### src/rtl/kronos_imem_wb.sv
// kronos_imem_wb: fetch address/ack port to Wishbone classic read master.
// Single outstanding access with lookahead, redirect drop and bus timeout.
module kronos_imem_wb #(
  parameter int          TIMEOUT     = 255,
  parameter logic [31:0] FAULT_INSTR = 32'h0000_0000
) (
  input  logic        clk,
  input  logic        rst,
  input  logic [31:0] instr_addr,
  input  logic        instr_req,
  output logic [31:0] instr_data,
  output logic        instr_ack,
  output logic        instr_err,
  output logic [31:0] wb_adr_o,
  output logic        wb_cyc_o,
  output logic        wb_stb_o,
  output logic        wb_we_o,
  output logic [3:0]  wb_sel_o,
  input  logic [31:0] wb_dat_i,
  input  logic        wb_ack_i,
  input  logic        wb_err_i
);

  localparam int CW = (TIMEOUT > 0) ? $clog2(TIMEOUT + 1) : 1;
  localparam logic [CW-1:0] TMAX = CW'((TIMEOUT > 0) ? TIMEOUT - 1 : 0);

  typedef enum logic [1:0] {
    IDLE,
    BUSY,
    RESP
  } state_t;

  state_t        r_state;
  logic [29:0]   r_adr;
  logic          r_cyc;
  logic          r_ack;
  logic          r_err;
  logic [31:0]   r_data;
  logic [CW-1:0] r_cnt;

  logic w_match;
  logic w_tout;
  logic w_done;
  logic w_fault;
  logic w_unused;

  // Byte offset never reaches the bus or the redirect compare
  assign w_unused = ^instr_addr[1:0];

  assign w_match = instr_req && (instr_addr[31:2] == r_adr);
  assign w_tout  = (TIMEOUT != 0) && (r_cnt == TMAX);
  assign w_done  = wb_err_i || wb_ack_i || w_tout;
  assign w_fault = wb_err_i || !wb_ack_i;

  always_ff @(posedge clk) begin
    if (rst) begin
      r_state <= IDLE;
      r_adr   <= '0;
      r_cyc   <= 1'b0;
      r_ack   <= 1'b0;
      r_err   <= 1'b0;
      r_data  <= '0;
      r_cnt   <= '0;
    end else begin
      r_ack <= 1'b0;
      unique case (r_state)
        IDLE, RESP: begin
          if (instr_req) begin
            r_adr   <= instr_addr[31:2];
            r_cyc   <= 1'b1;
            r_cnt   <= '0;
            r_state <= BUSY;
          end else begin
            r_state <= IDLE;
          end
        end
        BUSY: begin
          if (w_done) begin
            r_cyc <= 1'b0;
            // A stale response is dropped; IDLE re-latches next cycle
            if (w_match) begin
              r_ack   <= 1'b1;
              r_err   <= w_fault;
              r_data  <= w_fault ? FAULT_INSTR : wb_dat_i;
              r_state <= RESP;
            end else begin
              r_state <= IDLE;
            end
          end else begin
            r_cnt <= r_cnt + 1'b1;
          end
        end
        default: begin
          r_cyc   <= 1'b0;
          r_state <= IDLE;
        end
      endcase
    end
  end

  assign wb_adr_o   = {r_adr, 2'b00};
  assign wb_cyc_o   = r_cyc;
  assign wb_stb_o   = r_cyc;
  assign wb_we_o    = 1'b0;
  assign wb_sel_o   = 4'hF;
  assign instr_ack  = r_ack;
  assign instr_err  = r_err;
  assign instr_data = r_data;

endmodule

### config.mk
export PLATFORM = sky130hd
export DESIGN_NAME = kronos_imem_wb
export DESIGN_NICKNAME = d
export VERILOG_FILES = /design/src/rtl/kronos_imem_wb.sv
export SDC_FILE = /design/constraint.sdc
export NUM_CORES = 1
export LEC_CHECK = 0
export CAP_MARGIN = 25
export CORE_MARGIN = 3
export CORE_UTILIZATION = 42
export CTS_CLUSTER_DIAMETER = 100
export DETAILED_ROUTE_END_ITERATION = 6
export PLACE_DENSITY = 0.8
export SYNTH_ARGS = -nofsm -noshare
export SYNTH_HDL_FRONTEND = slang
export SYNTH_SLANG_ARGS = --single-unit
export TNS_END_PERCENT = 20
### constraint.sdc
create_clock -name clk -period 1.8 [get_ports clk]
set_input_delay 0.27 -clock clk [delete_from_list [all_inputs] [get_ports clk]]
set_output_delay 0.27 -clock clk [all_outputs]
set_load 0.01 [all_outputs]
After elaboration in Yosys (flattened, before gate mapping)

Index checks and enable logic that the tools add are counted.
Widths: inputs -> output; s select.

Add/subtract/negate cells: 1
Equality and inequality tests: 7
Multiplexer cells: 12
Bitwise logic cells: 2
Reduce and logical (&&, ||, !) cells: 13

Operators with widths:

| cell                | count |
|---|---|
| $mux 32             | 1 |
| $eq 30x30->1        | 1 |
| $mux 8              | 2 |
| $pmux 8 s2          | 1 |
| $add 8x1->8 const B | 1 |
| $eq 8x8->1 const B  | 1 |
| $ne 2x2->1 const B  | 3 |
| $reduce_and 3->1    | 2 |
| $mux 1              | 4 |
| $mux 2              | 2 |
| $pmux 2 s2          | 1 |
| $reduce_and 2->1    | 2 |
| $logic_or 1x1->1    | 3 |
| $reduce_or 3->1     | 1 |
| $eq 2x1->1 const B  | 1 |
| $eq 2x2->1 const B  | 1 |
| $logic_not 2->1     | 1 |
| $not 1->1           | 2 |
| $pmux 1 s2          | 1 |
| $reduce_bool 2->1   | 1 |
| $reduce_or 2->1     | 1 |
| $logic_and 1x1->1   | 1 |
| $logic_not 1->1     | 1 |

Register bits after elaboration: 75
Bits of input ports: 69
Output and inout port bits: 73
Logic and storage cells: 42

Longest topological paths before layout

Depth after elaboration: 5
Gate-level depth with buffers: 8
Depth with buffers taken out: 7

Least setup slack after synthesis

OpenSTA, ideal clock, no wires.

Kind: reg-to-reg
Start: register r_adr[16]
End: register r_err, in the netlist instr_err
Library setup time: 0.122 ns
Data arrival time: 1.543 ns
Data required time: 1.678 ns
Path slack: 0.135 ns
Cell stages (with the launch flop): 7
Buffers on the path: 1
Period minus slack after synthesis: 1.665 ns
Path through: dfxtp_1 > xnor2_1 > nand4_1 > nor4_2 > nand4b_1 > buf_6 > o311a_1

Cells in the longest elaborated chain, start to end: 3

RTL lines:

| element                           | line | RTL |
|---|---|---|
| start, declared                   | 34   | `logic [29:0] r_adr;` |
| start signal, assigned            | 69   | `r_adr <= instr_addr[31:2];` |
| $eq 30x30->1                      | 50   | `assign w_match = instr_req && (instr_addr[31:2] == r_adr);` |
| $logic_and 1x1->1                 | 50   |  |
| $reduce_and 3->1 (no source line) | -    |  |
| end signal, assigned              | 83   | `r_err <= w_fault;` |
| end, declared                     | 37   | `logic r_err;` |

Every way passes these cells.
A chain may end at the register's enable or synchronous reset.

Worst setup path in the final report

Start: input instr_addr[24]
End: register r_data[17], in the netlist instr_data[17]

Cells in the longest elaborated chain, start to end: 3

RTL lines:

| element                           | line | RTL |
|---|---|---|
| start, declared                   | 9    | `input logic [31:0] instr_addr,` |
| $eq 30x30->1                      | 50   |  |
| $logic_and 1x1->1                 | 50   |  |
| $reduce_and 3->1 (no source line) | -    |  |
| end signal, assigned              | 84   | `r_data <= w_fault ? FAULT_INSTR : wb_dat_i;` |
| end, declared                     | 38   | `logic [31:0] r_data;` |

Every way passes these cells.

==> impl_metrics.py <==
metrics = {
    "critical_path": {
        "cp_slowest_cell": "clkdlybuf4s50_1",
        "timing.critical_path.required_ns": 2.03,
        "criticalPathCategory": "in -> reg",
        "r2r_end": "instr_data[17]",
        "worst_setup_path_end_kind": "flip-flop",
        "crit_buf_inv": 2,
        "critical_path.cell_chain": "clkdlybuf4s50_1 -> xnor2_2 -> nand3_2 -> nor4_4 -> nand4b_1 -> buf_12 -> mux2i_1",
        "critical_path.top_delay_family": "buffers and inverters",
        "slowest_delay_ns": 0.52,
        "worst_case_reg_to_reg_path_depth": 6,
        "rr_startpoint": "r_adr[12]",
        "critical_path_startpoint_category": "input port",
        "reg2reg_slack_ns": 0.04,
        "critical_path_arrival_ns": 2.01,
        "critPathMaxFanout": 32,
        "start_point_of_the_critical_path": "instr_addr[24]",
    },
    "sta": {
        "timing.final.crit_period_ns": 1.779,
        "rsz0062_at_grt": "yes",
        "finalHoldViolations": 0,
        "fin_crit_sh": 0.9882,
        "setup_viol_count_final": 0,
        "fin_worst_skew_ns": 0.01552,
        "timing_max_transition_violations_final": 0,
        "timing.fmax_mhz": 562.2,
        "final.setup.tns_ns": 0,
    },
    "pwr": {
        "pwr-share-clk": 0.388,
        "total_leakage_power_nw": 2.064,
        "p_int_mw": 2.810,
        "combPwrFrac": 0.148,
        "seq_power_share": 0.464,
        "vdd_ir_drop_max_uv": 560.2,
        "power.switching_fraction": 0.2528,
        "p_sw_mw": 0.9508,
        "power_density_mw_per_mm2": 739.4,
    },
    "die": {
        "design.portCount": 142,
        "initial_core_util": 0.4444,
        "fp.dieW_um": 94.77,
        "design.die.area_mm2": 0.008980,
        "core_area_mm2": 0.007447,
        "rows": 31,
        "die_h_um": 94.77,
    },
    "finish": {
        "diodes": 0,
        "area_grow_syn2layout_pct": 53.69,
        "register_area_mm2": 0.001506,
        "final_core_utilization": 0.6830,
        "post_route_cells_drive_above_1_share": 0.09888,
        "multi_input_comb_area_mm2": 0.001685,
        "nFillCells": 593,
        "design.final.nets": 602,
        "finalInstanceArea_mm2": 0.005086,
    },
    "hold_path": {
        "worst_hold_startpoint": "instr_addr[7]",
        "holdPathEnd": "r_adr[5]",
        "hold_class": "in -> reg",
        "min_delay_path_depth": 3,
    },
    "clocking": {
        "postCtsSetupRepairBufs": 0,
        "clk_pin_slew_ns": 0.08,
        "numCtsBuffers": 9,
        "ctsLongestPathBuffers": 2,
        "clkSinkCount": 75,
        "cts_root_buf": "clkbuf_8",
        "cts_tree": "yes",
        "latest_clock_arrival_within_the_worst_skew_pair_ns": 0.36,
        "h-tree-depth": 3,
    },
    "detailed_routing": {
        "detail_route.wl_per_cell_um": 14.38,
        "final_antenna_net_count": 0,
        "drt_first_iter_violations": 63,
        "routed_via_density": 4.830,
        "drt_first_pass_iters": 4,
        "detail_route.drc_violations": 0,
        "drt_wl_total_um": 9132,
        "num_vias": 3067,
    },
    "synth": {
        "synth.distinct_cells": 30,
        "syn-instance-count": 391,
        "ys_seq_elements": 75,
        "synth.yosys.seq_area_share": 0.4537,
        "synthesis.yosys.warnings": 0,
        "mapped_cell_area_mm2": 0.003309,
        "syn-mean-instance-area_um2": 8.464,
    },
    "global_route": {
        "first_global_vias": 3077,
        "grt_max_degree": 37,
        "grt_first_pass_wirelength_um": 14100,
        "gr-total-overflow": 0,
        "initial_antenna_violation_count": 0,
        "grt.total_usage": 0.1995,
    },
    "placement": {
        "gp_congestion": 0.7985,
        "placedInstanceArea_mm2": 0.004781,
        "io_buffers": 132,
        "dp_hpwl_um": 6666,
    },
    "status": {
        "outcome": "finished clean",
    },
    "run": {
        "maxCapViolCount": 0,
    },
}
[timing repair]
| item | in CTS | in global routing |
|---|---|---|
| hold buffers | 0 | 0 |
| gates resized for setup | 2 | 16 |
| endpoints found under the setup margin | 32 | 35 |
| endpoints found under the hold margin | 0 | 0 |
| pin swaps | 1 | 2 |
[final cells by class]
type	count	area share
Multi-Input combinational cell	287	0.3314
Inverter	5	0.003690
Tap cell	99	0.02435
Timing Repair Buffer	153	0.3006
Clock inverter	7	0.01943
Clock buffer	9	0.02435
Sequential cell	75	0.2962
[logic make-up after synthesis]
kind of cell | after synthesis | synth area share
AO/OA/AOI/OAI | 41 | 0.07032
XOR/XNOR | 36 | 0.09528
adder cells (fa/ha/maj) | 2 | 0.007560
buffers and inverters | 34 | 0.06465
flip-flops | 75 | 0.4537
multiplexers | 32 | 0.09679
other | 2 | 0.002269
AND/OR/NAND/NOR | 169 | 0.2095
[flip-flops by register name, indices dropped and copies added (netlist names)]
signal      flops
instr_data     32
r_adr          30
r_cnt           8
r_state         2
instr_ack       1
instr_err       1
wb_cyc_o        1
[per-layer routing]
metal / share of wire / global-route usage / wire length (um)
met5: 0 / 0 / 0
met4: 0.015 / 0.06370 / 133
met3: 0.091 / 0.09163 / 833
met2: 0.49 / 0.3429 / 4499
met1: 0.40 / 0.2181 / 3667
[synthesized netlist by cell type]
cell type    n  area, um^2
buf_6        1       11.26
buf_12       3       60.06
a21oi_1     33       165.2
buf_4        8       60.06
ha_1         2       25.02
nand2_1    128       480.5
xnor2_1     34       297.8
o311a_1      1       10.01
nor3_1       2       10.01
dfxtp_1     75        1501
conb_1       2       7.510
a31o_1       1       8.760
o21a_1       1       7.510
nor2_1      20       75.07
nand3_1      5       25.02
clkinv_1     1       3.750
a31oi_1      1       6.260
clkbuf_1    17       63.81
xor2_1       2       17.52
nor4_2       2       25.02
a211oi_1     2       15.01
o2111a_1     1       11.26
nor2b_1      1       6.260
nand4_1      8       50.05
o2111ai_1    1       8.760
mux2i_1     32       320.3
nor4_1       1       6.260
nand2b_1     1       6.260
nand4b_1     1       8.760
inv_1        4       15.01
[cell usage in the layout (no fill, tap or decap), types with 3 or more instances in the layout]
cell type and instances:
nand2_1 128, clkdlybuf4s50_1 127, dfxtp_1 71, a21oi_1 33, mux2i_1 32, xnor2_1 28
nor2_1 20, buf_4 18, clkbuf_8 9, nand4_1 8, conb_1 7, xnor2_2 6
dlymetal6s2s_1 5, inv_1 4, nand3_1 4, dfxtp_2 4, buf_12 3
[power by group through the flow]
stage	Sequential (mW)	Clock, mW	Combinational [mW]
floorplan	1.80	0	0.210
global placement	1.78	0	0.535
detailed placement	1.78	0	0.538
CTS	1.74	1.49	0.547
global route	1.75	1.56	0.601
finish	1.75	1.46	0.555
[worst reg2reg max path: stages (launching register included)]
cell and delay, ns:
dfxtp_1 0.40, xnor2_2 0.14, nand4_1 0.19, nor4_4 0.29, nand4b_1 0.22, buf_12 0.24, mux2i_1 0.17
[worst max-delay path by stage]
stage	endpoint	slack [ns]	cells past startpoint
4_1_cts	instr_data[17]	0.002	7
6_report	instr_data[17]	0.02	7
3_5_place_dp	instr_data[7]	-0.42	7
2_1_floorplan	instr_err	0.14	6
5_1_grt	instr_data[4]	-0.05	6
3_3_place_gp	instr_data[16]	-0.33	7
[metrics by stage]
stage	std cells	power [mW]	setup slack [ns]	hold WS, ns
2_1_floorplan	396	2.006	0.1353	0.4060
3_3_place_gp	619	2.313	-0.3329	0.4434
3_5_place_dp	619	2.319	-0.4233	0.4510
4_1_cts	635	3.781	0.002200	0.4518
5_1_grt	635	3.910	-0.05296	0.2373
6_report	635	3.761	0.02118	0.2160
(Power assumes the default switching activity.)
